==> config.mk <==
export PLATFORM = sky130hd
export DESIGN_NAME = fifo_flat
export DESIGN_NICKNAME = d
export VERILOG_FILES = /design/src/rtl/fifo_pkg.sv /design/src/rtl/fifo_if.sv /design/src/rtl/fifo_ctrl.sv /design/src/rtl/fifo.sv /design/src/flat_wrapper.sv
export SDC_FILE = /design/constraint.sdc
export NUM_CORES = 1
export LEC_CHECK = 0
export CAP_MARGIN = 20
export CORE_ASPECT_RATIO = 1.4
export CORE_UTILIZATION = 45
export CTS_CLUSTER_SIZE = 16
export DETAILED_ROUTE_END_ITERATION = 16
export MAX_ROUTING_LAYER = met4
export SETUP_SLACK_MARGIN = 0.15
export SLEW_MARGIN = 10
export SYNTH_ARGS = -nofsm -noshare
export SYNTH_HDL_FRONTEND = slang
export SYNTH_SLANG_ARGS = --single-unit
==> constraint.sdc <==
create_clock -name clk -period 3.87 [get_ports clk]
set_input_delay 0.387 -clock clk [delete_from_list [all_inputs] [get_ports clk]]
set_output_delay 0.387 -clock clk [all_outputs]
set_load 0.05 [all_outputs]
==> src/rtl/fifo_pkg.sv <==
// Shared defaults and pointer helper for the show-ahead fifo.
package fifo_pkg;
  localparam int DEF_DATA_WIDTH = 24;
  localparam int DEF_ADDR_WIDTH = 3;
  localparam int PTR_MAX_W      = 16;

  // Increment modulo 2^aw; callers truncate the result to their pointer width.
  function automatic logic [PTR_MAX_W-1:0] ptr_next(input logic [PTR_MAX_W-1:0] p,
                                                    input int unsigned aw);
    logic [PTR_MAX_W-1:0] mask;
    mask = (PTR_MAX_W'(1) << aw) - PTR_MAX_W'(1);
    return (p + PTR_MAX_W'(1)) & mask;
  endfunction
endpackage

==> src/rtl/fifo_if.sv <==
// Push/pop bus of the fifo; count travels on it only when FIFO_COUNT_EN is defined.
interface fifo_if import fifo_pkg::*; #(
  parameter int DATA_WIDTH = DEF_DATA_WIDTH,
  parameter int ADDR_WIDTH = DEF_ADDR_WIDTH
);
  logic                  rd;
  logic                  wr;
  logic [DATA_WIDTH-1:0] w_data;
  logic                  empty;
  logic                  full;
  logic [DATA_WIDTH-1:0] r_data;
`ifdef FIFO_COUNT_EN
  logic [ADDR_WIDTH:0]   count;
`endif

  modport master (
    output rd, wr, w_data,
    input  empty, full, r_data
`ifdef FIFO_COUNT_EN
    , input count
`endif
  );

  modport slave (
    input  rd, wr, w_data,
    output empty, full, r_data
`ifdef FIFO_COUNT_EN
    , output count
`endif
  );
endinterface

==> src/rtl/fifo_ctrl.sv <==
// Pointers, registered empty/full flags and qualified push/pop; flags update on the same edge.
// Pushes while full without a pop are dropped, pops while empty are dropped; FIFO_COUNT_EN adds count.
module fifo_ctrl import fifo_pkg::*; #(
  parameter int ADDR_WIDTH = DEF_ADDR_WIDTH
) (
  input  logic                  clk,
  input  logic                  reset,
  input  logic                  rd,
  input  logic                  wr,
  output logic                  we,
  output logic                  re,
  output logic [ADDR_WIDTH-1:0] wp,
  output logic [ADDR_WIDTH-1:0] rp,
  output logic                  empty,
`ifdef FIFO_COUNT_EN
  output logic [ADDR_WIDTH:0]   count,
`endif
  output logic                  full
);
  logic [ADDR_WIDTH-1:0] wp_nxt;
  logic [ADDR_WIDTH-1:0] rp_nxt;

  // A pop frees the head slot on the same edge, so a full fifo still accepts wr with rd.
  assign we     = wr & (~full | rd);
  assign re     = rd & ~empty;
  assign wp_nxt = ADDR_WIDTH'(ptr_next(PTR_MAX_W'(wp), ADDR_WIDTH));
  assign rp_nxt = ADDR_WIDTH'(ptr_next(PTR_MAX_W'(rp), ADDR_WIDTH));

  always_ff @(posedge clk or posedge reset) begin
    if (reset) begin
      wp    <= '0;
      rp    <= '0;
      empty <= 1'b1;
      full  <= 1'b0;
    end else begin
      case ({we, re})
        2'b10: begin
          wp    <= wp_nxt;
          empty <= 1'b0;
          full  <= (wp_nxt == rp);
        end
        2'b01: begin
          rp    <= rp_nxt;
          full  <= 1'b0;
          empty <= (rp_nxt == wp);
        end
        2'b11: begin
          wp <= wp_nxt;
          rp <= rp_nxt;
        end
        default: ;
      endcase
    end
  end

`ifdef FIFO_COUNT_EN
  always_ff @(posedge clk or posedge reset) begin
    if (reset) begin
      count <= '0;
    end else if (we && !re) begin
      count <= count + 1'b1;
    end else if (re && !we) begin
      count <= count - 1'b1;
    end
  end
`endif
endmodule

==> src/rtl/fifo.sv <==
// Single-clock show-ahead fifo, 1-cycle write-to-read, r_data is the head (0 when empty).
// Full drops lone writes, empty drops reads; FIFO_COUNT_EN adds the occupancy output.
module fifo import fifo_pkg::*; #(
  parameter int DATA_WIDTH = DEF_DATA_WIDTH,
  parameter int ADDR_WIDTH = DEF_ADDR_WIDTH
) (
  input  logic  clk,
  input  logic  reset,
  fifo_if.slave bus
);
  logic                  we;
  logic                  re;
  logic [ADDR_WIDTH-1:0] wp;
  logic [ADDR_WIDTH-1:0] rp;
  logic                  empty;
  logic [DATA_WIDTH-1:0] mem [2**ADDR_WIDTH];

  fifo_ctrl #(
    .ADDR_WIDTH (ADDR_WIDTH)
  ) u_ctrl (
    .clk   (clk),
    .reset (reset),
    .rd    (bus.rd),
    .wr    (bus.wr),
    .we    (we),
    .re    (re),
    .wp    (wp),
    .rp    (rp),
    .empty (empty),
`ifdef FIFO_COUNT_EN
    .count (bus.count),
`endif
    .full  (bus.full)
  );

  // Storage is deliberately not reset; stale words sit behind empty and are never shown.
  always_ff @(posedge clk) begin
    if (we) begin
      mem[wp] <= bus.w_data;
    end
  end

  assign bus.empty  = empty;
  assign bus.r_data = empty ? '0 : mem[rp];
endmodule

==> src/flat_wrapper.sv <==
// flat-port wrapper written by rule: the top's interface ports become plain ports
module fifo_flat import fifo_pkg::*;
#(
  parameter int DATA_WIDTH = DEF_DATA_WIDTH,
  parameter int ADDR_WIDTH = DEF_ADDR_WIDTH
)
  (clk, reset, bus_rd, bus_wr, bus_w_data, bus_empty, bus_full, bus_r_data);
  fifo_if #(.DATA_WIDTH(DATA_WIDTH), .ADDR_WIDTH(ADDR_WIDTH)) bus_i ();
  input  logic clk;
  input  logic reset;
  input wire logic [$bits(bus_i.rd)-1:0] bus_rd;
  input wire logic [$bits(bus_i.wr)-1:0] bus_wr;
  input wire logic [$bits(bus_i.w_data)-1:0] bus_w_data;
  output wire logic [$bits(bus_i.empty)-1:0] bus_empty;
  output wire logic [$bits(bus_i.full)-1:0] bus_full;
  output wire logic [$bits(bus_i.r_data)-1:0] bus_r_data;
  assign bus_i.rd = bus_rd;
  assign bus_i.wr = bus_wr;
  assign bus_i.w_data = bus_w_data;
  assign bus_empty = bus_i.empty;
  assign bus_full = bus_i.full;
  assign bus_r_data = bus_i.r_data;
  fifo #(.DATA_WIDTH(DATA_WIDTH), .ADDR_WIDTH(ADDR_WIDTH)) u_core (.clk(clk), .reset(reset), .bus(bus_i));
endmodule
==> impl_metrics.json <==
{
  "status": "completed",
  "power_leakage_nw": 3.01,
  "cts_tree": "built",
  "crit_fanout": 38,
  "synth_cell_types": 25,
  "coreArea_sq_mm": 0.0168,
  "drtAntennaViolNets": 0,
  "post_cts_resized": 0,
  "rsz0062_at_grt": "false",
  "timing.setup.tns_ns": 0,
  "cts_root_buffer": "clkbuf_16",
  "insertion_delay_ns": 0.43,
  "multiInputGateArea_sq_mm": 0.00171,
  "crit_arrival_ns": 3.07,
  "gp_congestion": 0.693,
  "dp_slack_ns": 0.785,
  "slew_headroom_pct": 47.1,
  "synth_top_area_share_pct": 74.0,
  "synth_warnings": 0,
  "setup_viol": 0,
  "worst_slack_ns": 0.409,
  "fillers": 1290,
  "overflow": 0,
  "skew_ns": 0.00863,
  "fp.dieW_microns": 113,
  "slowest_delay_ns": 0.94,
  "register_area_sq_mm": 0.00597,
  "syn_area_per_cell_sq_um": 22.0,
  "start_util_pct": 46.3,
  "path_cells": "buf_12 -> mux4_2 -> mux2i_1 -> nor2_1 -> clkdlybuf4s50_1",
  "dr.first_iter.drc_count": 183,
  "worst_pin_slew_ns": 0.793,
  "avgViaCountPerCell": 5.60,
  "combPwrFrac_pct": 39.8,
  "nets": 451,
  "min_period_ns": 3.46,
  "vias": 3557,
  "synthCells": 354,
  "grt_pass1_vias": 3744,
  "num_antenna_cells": 0,
  "clockPowerShare_pct": 21.2,
  "post_cts_buffers": 0,
  "switching_share_pct": 37.3,
  "ir_drop_v": 0.000491,
  "mostFrequentLayoutCell": "edfxtp_1",
  "grt_util_all_layers_pct": 18.2,
  "grt_max_degree": 39,
  "worstSetupStartpointType": "register",
  "clkTransAtPathRegs_ns": 0.07,
  "area_growth_pct": 17.7,
  "yosysTopAreaCell": "edfxtp_1",
  "cts_hold_buf": 0,
  "wl_microns": 14500,
  "cts_buffer_depth": 2,
  "clock-sinks": 200,
  "max_freq_mhz": 289,
  "timing.reg2reg.setup_slack_ns": 1.73,
  "most-common-layout-cells": "edfxtp_1 (192), clkdlybuf4s50_1 (53), mux4_2 (48)",
  "layout-drive-gt1-share_pct": 24.3,
  "end_kind": "output port",
  "port_buffers": 53,
  "power_density_mw_per_mm2": 856,
  "drc": 0,
  "cp_slowest_cell": "dfrtp_4",
  "syn-num-nets": 385,
  "grt_first_pass_wirelength_microns": 22000,
  "ioPinCount": 54,
  "die_y_microns": 158,
  "p_switching_w": 0.00293,
  "worstPathRequired_ns": 3.48,
  "dieArea_sq_mm": 0.0179,
  "max_cap_violations": 0,
  "rows": 56,
  "hp-class": "in2async",
  "crit_type": "reg2out",
  "h-tree-depth": 4,
  "synthTopCellsByArea": "edfxtp_1 (74%), mux4_2 (14%), mux2i_1 (3.1%)",
  "hpwlAfterDp_microns": 7850,
  "drt_first_pass_iters": 4,
  "seqPwrFrac_pct": 38.9,
  "p_int_w": 0.00492,
  "synth-seq-cells": 200,
  "synth_area_sq_mm": 0.00779,
  "hold_violations": 0,
  "final_util_pct": 54.5,
  "seq_area_frac_synth_pct": 76.6,
  "numCtsBuffers": 17,
  "antenna_found_initial": 0,
  "maxSlewViolCount": 0,
  "timing.final.crit_share_pct": 89.4,
  "routedWlPerCell_microns": 22.9
}
## synthesized netlist by cell type (all sizes together)
master	count
nand2	4
buf	15
o41ai	1
nor2b	1
mux2	2
dfstp	1
edfxtp	192
nor4	2
mux2i	24
o21ai	1
inv	2
nor2	27
mux4	48
ha	3
clkbuf	5
nand2b	2
o211ai	2
nor3	4
a22o	1
xor2	4
dfrtp	7
xnor2	6
## per-layer routing
layer  wire, microns  track usage (%)
met1            6310             22.2
met2            7670             30.3
met3             337             3.29
met4             210             7.21
met5               0                -
## registers in the layout (all words and copies together) (netlist names)
signal               cells
u_core.mem             192
u_core.u_ctrl.rp         3
u_core.u_ctrl.wp         3
u_core.u_ctrl.empty      1
u_core.u_ctrl.full       1
## metrics by stage
step	power, W	hold slack [ns]	cell area (sq um)	cells
floorplan	0.00530	0.202	7790	354
global placement	0.00625	0.556	8620	604
detailed placement	0.00628	0.573	8620	604
CTS	0.00794	0.219	9170	635
global route	0.00819	0.254	9170	635
finish	0.00785	0.221	9170	635
## cell families after synthesis
kind of cell,count (synthesis),share of synthesized area [%]
flip-flops,200,76.6
multiplexers,74,17.2
adder cells (fa/ha/maj),3,0.482
AO/OA/AOI/OAI,5,0.530
buffers and inverters,22,1.88
XOR/XNOR,10,1.12
AND/OR/NAND/NOR,40,2.15
## worst paths after layout
path,to,cells past startpoint,from
min reg2reg,u_core.u_ctrl.full,1,u_core.u_ctrl.full
min,u_core.u_ctrl.rp[0],2,reset
max reg2reg,u_core.u_ctrl.full,4,u_core.u_ctrl.empty
max in group asynchronous,u_core.u_ctrl.empty,2,reset
max,bus_r_data[5],5,u_core.u_ctrl.rp[1]
min in group clk,u_core.u_ctrl.full,1,u_core.u_ctrl.full
## area by class of cell
| class | count | share of cell area, % |
|---|---|---|
| Sequential cell | 200 | 65.1 |
| Multi-Input combinational cell | 132 | 18.7 |
| Timing Repair Buffer | 67 | 7.34 |
| Clock buffer | 18 | 4.68 |
| Tap cell | 203 | 2.77 |
| Clock inverter | 13 | 1.32 |
| Inverter | 2 | 0.0819 |
## worst max-delay path: cells and delay by family (launching register included)
family	cells	cell delay, ns
buffers and inverters	2	0.98
DFF	1	0.94
muxes	2	0.64
and+or+nand+nor	1	0.06
## power groups by stage
stage                     clock, W  sequential, W  combinational (W)
after floorplan                  0        0.00287            0.00243
after global placement           0        0.00310            0.00315
after detailed placement         0        0.00312            0.00316
after CTS                  0.00170        0.00307            0.00317
after global routing       0.00177        0.00311            0.00330
final                      0.00167        0.00305            0.00313
Power figures use the tool's default switching activity.
